<file path="src/rtl/pipeline_hazard_ctrl.sv">
// Pipeline control for the 5-stage RV32 core: load-use stalls, EX redirect squash,
// data-memory wait freeze with watchdog. Optional counters: PIPELINE_HAZARD_PERF_EN.
module pipeline_hazard_ctrl #(
  parameter int LOAD_USE_DIST = 1,
  parameter int MEM_TIMEOUT   = 255,
  parameter int WAIT_W        = 8,
  parameter int CNT_W         = 32
) (
  input  logic              clk,
  input  logic              rst,
  input  logic [4:0]        id_rs1,
  input  logic [4:0]        id_rs2,
  input  logic              id_uses_rs1,
  input  logic              id_uses_rs2,
  input  logic [4:0]        ex_rd,
  input  logic              ex_mem_read,
  input  logic [4:0]        mem_rd,
  input  logic              mem_mem_read,
  input  logic              ex_redirect,
  input  logic              dmem_req,
  input  logic              dmem_ready,
  output logic              pc_stall,
  output logic              if_id_stall,
  output logic              id_ex_stall,
  output logic              ex_mem_stall,
  output logic              if_id_flush,
  output logic              id_ex_flush,
  output logic              mem_wb_flush,
  output logic              pc_redirect,
  output logic              mem_timeout_err,
  output logic [CNT_W-1:0]  perf_stall_cycles,
  output logic [CNT_W-1:0]  perf_flushes,
  output logic [CNT_W-1:0]  perf_load_use,
  output logic [1:0]        dbg_state,
  output logic [WAIT_W-1:0] dbg_wait_cnt
);

  typedef enum logic [1:0] {
    RUN      = 2'd0,
    MEM_WAIT = 2'd1,
    ERROR    = 2'd2
  } state_t;

  localparam bit              DIST2       = (LOAD_USE_DIST == 2);
  localparam bit              WATCHDOG_EN = (MEM_TIMEOUT != 0);
  localparam logic [WAIT_W-1:0] TIMEOUT_CNT = WAIT_W'(MEM_TIMEOUT);

  state_t            state, state_nxt;
  logic [WAIT_W-1:0] wait_cnt, wait_nxt;
  logic              err_nxt;
  logic              mem_hold;
  logic              rs1_hit, rs2_hit, load_use_hit;

  // x0 is hardwired zero, so a write to it can never create a dependency.
  assign rs1_hit = id_uses_rs1 && (id_rs1 != 5'd0) &&
                   ((ex_mem_read && (id_rs1 == ex_rd)) ||
                    (DIST2 && mem_mem_read && (id_rs1 == mem_rd)));
  assign rs2_hit = id_uses_rs2 && (id_rs2 != 5'd0) &&
                   ((ex_mem_read && (id_rs2 == ex_rd)) ||
                    (DIST2 && mem_mem_read && (id_rs2 == mem_rd)));
  assign load_use_hit = rs1_hit || rs2_hit;

  // Combinational so the first waiting cycle already freezes the pipe.
  assign mem_hold = ((state == RUN) && dmem_req && !dmem_ready) ||
                    (state == MEM_WAIT) || (state == ERROR);

  always_ff @(posedge clk) begin
    if (rst) begin
      state           <= RUN;
      wait_cnt        <= '0;
      mem_timeout_err <= 1'b0;
    end else begin
      state           <= state_nxt;
      wait_cnt        <= wait_nxt;
      mem_timeout_err <= err_nxt;
    end
  end

  always_comb begin
    state_nxt = state;
    wait_nxt  = wait_cnt;
    err_nxt   = mem_timeout_err;
    case (state)
      RUN: begin
        if (dmem_req && !dmem_ready) begin
          state_nxt = MEM_WAIT;
          wait_nxt  = WAIT_W'(1);
        end
      end
      MEM_WAIT: begin
        if (dmem_ready) begin
          state_nxt = RUN;
          wait_nxt  = '0;
        end else if (WATCHDOG_EN && (wait_cnt == TIMEOUT_CNT)) begin
          state_nxt = ERROR;
          err_nxt   = 1'b1;
        end else begin
          wait_nxt = wait_cnt + WAIT_W'(1);
        end
      end
      ERROR: begin
        state_nxt = ERROR;
      end
      default: begin
        state_nxt = RUN;
        wait_nxt  = '0;
      end
    endcase
  end

  // Priority: memory hold, then EX redirect (squashes ID), then load-use.
  always_comb begin
    pc_stall     = 1'b0;
    if_id_stall  = 1'b0;
    id_ex_stall  = 1'b0;
    ex_mem_stall = 1'b0;
    if_id_flush  = 1'b0;
    id_ex_flush  = 1'b0;
    mem_wb_flush = 1'b0;
    pc_redirect  = 1'b0;
    if (!rst) begin
      if (mem_hold) begin
        pc_stall     = 1'b1;
        if_id_stall  = 1'b1;
        id_ex_stall  = 1'b1;
        ex_mem_stall = 1'b1;
        mem_wb_flush = 1'b1;
      end else if (ex_redirect) begin
        pc_redirect = 1'b1;
        if_id_flush = 1'b1;
        id_ex_flush = 1'b1;
      end else if (load_use_hit) begin
        pc_stall    = 1'b1;
        if_id_stall = 1'b1;
        id_ex_flush = 1'b1;
      end
    end
  end

  assign dbg_state    = state;
  assign dbg_wait_cnt = wait_cnt;

`ifdef PIPELINE_HAZARD_PERF_EN
  logic [CNT_W-1:0] stall_cnt, flush_cnt, lu_cnt;
  logic             load_use_taken;

  assign load_use_taken = !rst && !mem_hold && !ex_redirect && load_use_hit;

  always_ff @(posedge clk) begin
    if (rst) begin
      stall_cnt <= '0;
      flush_cnt <= '0;
      lu_cnt    <= '0;
    end else begin
      if (pc_stall)       stall_cnt <= stall_cnt + CNT_W'(1);
      if (pc_redirect)    flush_cnt <= flush_cnt + CNT_W'(1);
      if (load_use_taken) lu_cnt    <= lu_cnt + CNT_W'(1);
    end
  end

  assign perf_stall_cycles = stall_cnt;
  assign perf_flushes      = flush_cnt;
  assign perf_load_use     = lu_cnt;
`else
  assign perf_stall_cycles = '0;
  assign perf_flushes      = '0;
  assign perf_load_use     = '0;
`endif

endmodule

</file>
<file path="config.mk">
export PLATFORM = sky130hd
export DESIGN_NAME = pipeline_hazard_ctrl
export DESIGN_NICKNAME = d
export VERILOG_FILES = /design/src/rtl/pipeline_hazard_ctrl.sv
export SDC_FILE = /design/constraint.sdc
export NUM_CORES = 1
export LEC_CHECK = 0
export CAP_MARGIN = 20
export CORE_AREA = 3 3 74 76
export CTS_BUF_LIST = sky130_fd_sc_hd__clkbuf_4
export CTS_CLUSTER_DIAMETER = 60
export DETAILED_ROUTE_END_ITERATION = 8
export DIE_AREA = 0 0 77 79
export GPL_ROUTABILITY_DRIVEN = 0
export PLACE_DENSITY = 0.93
export SETUP_SLACK_MARGIN = 0.05
export SLEW_MARGIN = 20
export SYNTH_ARGS = -nofsm -noshare
export SYNTH_HDL_FRONTEND = slang
export SYNTH_SLANG_ARGS = --single-unit
</file>
<file path="constraint.sdc">
create_clock -name clk -period 1.9 [get_ports clk]
set_clock_uncertainty 0.2 [all_clocks]
set_input_delay 0.285 -clock clk [delete_from_list [all_inputs] [get_ports clk]]
set_output_delay 0.285 -clock clk [all_outputs]
set_load 0.1 [all_outputs]
</file>
==> impl_metrics.py <==
metrics = {
    "place": {
        "place_inst": 309,
        "dp_hpwl_um": 2930,
        "port_buffers": 41,
        "place_area_sq_um": 2020,
    },
    "timing": {
        "grt_setup_unrepaired": "true",
        "fin_crit_sh_pct": 110,
        "final-setup-viol-count": 3,
        "holdWs_ns": 0.343,
        "fin_crit_ns": 2.10,
        "fin_ws_ns": -0.197,
        "slew_viol_final": 0,
        "max_freq_mhz": 477,
        "finalHoldViolations": 0,
    },
    "cells_and_area": {
        "regArea_sq_um": 245,
        "fillers": 458,
        "multi_input_area_sq_um": 1090,
        "area_growth_pct": 40.1,
        "drive_above_1_share_pct": 35.3,
        "final_cells": 319,
        "final_area_sq_um": 2170,
        "nets": 283,
        "num_antenna_cells": 0,
    },
    "clocking": {
        "clkTransAtPathRegs_ns": 0.07,
        "numCtsBuffers": 3,
        "cts-root-buf": "clkbuf_4",
        "clock_latency_ns": 0.26,
        "tritoncts": "done",
        "h-tree-depth": 1,
        "hold_buffers": 0,
        "clock-sinks": 11,
        "cts.path.max_buffers": 2,
    },
    "power_and_ir_drop": {
        "p_leak_uw": 0.00103,
        "ir_worst_vdd_mv": 0.537,
        "p_per_area_nw_per_um2": 722,
    },
    "yosys": {
        "yosysTopAreaCell": "buf_4",
        "synth-seq-cells": 11,
        "synth_most_common_cell": "buf_4",
        "synth_top_area_share_pct": 48.9,
        "synth_edf_count": 0,
        "synth_area_leaders": "buf_4 (49%), dfxtp_1 (14%), xor2_1 (4.0%)",
        "ys.flop_type": "dfxtp_1",
        "yosys.cell_types.count": 43,
        "ys_async_sr_fraction_pct": 0,
        "yosysSeqAreaShare_pct": 14.2,
        "syn_avg_cell_area_sq_um": 7.78,
        "synth_warnings": 0,
        "synthesis.instances": 199,
        "yosys-top-cells-count": "buf_4 (101), dfxtp_1 (11), a21oi_1 (9)",
        "synth_area_sq_um": 1550,
    },
    "setup_path": {
        "required_ns": 1.41,
        "rrSetupSlack_ns": 0.15,
        "endpoint_kind": "primary output",
        "path_buf_inv": 2,
        "path_max_fanout": 2,
        "cpPeakStageDelay_ns": 0.36,
        "crit_family": "compound AO/OA/AOI/OAI gates",
        "timing_worst_setup_path_type": "input pin to primary output",
        "critPathSlowestCell": "o311ai_4",
        "cp.arrival_ns": 1.61,
        "setup.worst_path.start_class": "input pin",
        "worstPathCellList": "buf_8 > xor2_1 > nor3_2 > o2111ai_4 > o311ai_4 > buf_12",
    },
    "die": {
        "initial_utilization_pct": 32.4,
        "core_region_area_sq_um": 4790,
        "io-pin-count": 144,
        "die_y_um": 79,
        "die-area_sq_um": 6080,
        "row_count": 25,
        "die_w_um": 77,
    },
    "routing": {
        "first_pass_iters": 6,
        "ant_nets": 0,
        "routedWlPerCell_um": 11.5,
        "num_vias": 1240,
        "detail_route.iter0.violations": 60,
        "drt-total-wl_um": 3670,
        "via_per_inst": 3.89,
        "drc": 0,
    },
    "run_status": {
        "outcome": "finished, violations left",
        "violations": "negative setup slack",
    },
    "flow_run": {
        "maxCapViolCount": 0,
    },
    "global_routing": {
        "grt_pass1_vias": 1096,
        "grt_use_total_pct": 10.9,
        "grt_max_degree": 11,
        "grt_pass1_wl_um": 5350,
        "antenna_found_initial": 0,
        "globalRouteOverflowTotal": 0,
    },
    "worst_hold_path": {
        "min_path_type": "register to register",
    },
}
-- kinds of logic after synthesis --
group / Yosys count / synth area share [%]
other: 1 / 0.242
multiplexers: 1 / 0.646
XOR/XNOR: 8 / 4.52
AO/OA/AOI/OAI: 28 / 12.1
flip-flops: 11 / 14.2
buffers and inverters: 107 / 50.5
adder cells (fa/ha/maj): 1 / 0.808
AND/OR/NAND/NOR: 42 / 17.0
-- power breakdown --
| part | internal (uW) | switching [uW] | total (uW) |
|---|---|---|---|
| registers | 229 | 8.73 | 238 |
| logic | 137 | 1020 | 1160 |
| clock network | 95.4 | 75.0 | 170 |
| total | 462 | 1100 | 1570 |
-- worst paths after layout --
check | endpoint | cells past startpoint | start
worst max register to register | dbg_wait_cnt[4] | 5 | dbg_state[1]
worst min register to register | dbg_wait_cnt[3] | 2 | dbg_wait_cnt[3]
worst min-delay path | dbg_wait_cnt[3] | 2 | dbg_wait_cnt[3]
worst max-delay path | if_id_stall | 6 | id_rs2[2]
-- timing repair --
action                                  in CTS  in global routing
setup buffers                                4                  2
resized for setup                           79                  0
endpoints found under the setup margin       8                 10
pin swaps                                   19                  3
-- cell type report --
| class | instances | area share [%] |
|---|---|---|
| clock buffers | 4 | 1.38 |
| inverters | 4 | 0.865 |
| multi-input cells | 176 | 50.5 |
| flip-flops and latches | 11 | 11.3 |
| well taps | 67 | 3.86 |
| repair buffers | 57 | 32.1 |
-- registers in the layout (all words and copies together), names as in the netlist --
| signal | count |
|---|---|
| dbg_state | 2 |
| mem_timeout_err | 1 |
| dbg_wait_cnt | 8 |
-- worst min-delay path, stage by stage, from the launching register on --
cell and delay (ns):
dfxtp_2 0.37, o31ai_1 0.08, a21oi_1 0.06
-- placed cells by master (no fill, tap or decap), drive strengths merged, types with 2 or more instances in the layout --
| cell type | count |
|---|---|
| conb | 96 |
| buf | 44 |
| dlygate4sd2 | 11 |
| dfxtp | 11 |
| a21oi | 9 |
| nor2 | 8 |
| nand2 | 7 |
| xor2 | 7 |
| nor3 | 6 |
| clkbuf | 4 |
| nand2b | 4 |
| o21ai | 3 |
| inv | 3 |
| nor4 | 3 |
| nand3 | 3 |
| a211oi | 3 |
| o31ai | 2 |
| a41oi | 2 |
| or3 | 2 |
| clkdlybuf4s15 | 2 |
| and2 | 2 |
| nand4 | 2 |
| a21o | 2 |
-- metal layers --
layer  up-vias  GRT usage, %  share of wire [%]
met3         8          1.47                 11
li1        582             -                  -
met1       561          9.51                 27
met2        89          24.7                 60
met5         -             0                  0
met4         0          3.38                1.7
-- metrics by stage --
stage	power (uW)	utilization [%]	setup slack, ns	TNS (ns)
after CTS	1560	45.0	-0.150	-0.403
after global placement	1370	42.2	-0.576	-2.60
after global routing	1600	45.3	-0.258	-0.886
after detailed placement	1380	42.2	-0.594	-3.05
after floorplan	1400	-	-0.685	-3.29
final	1570	45.3	-0.197	-0.584
(Power assumes the default switching activity.)
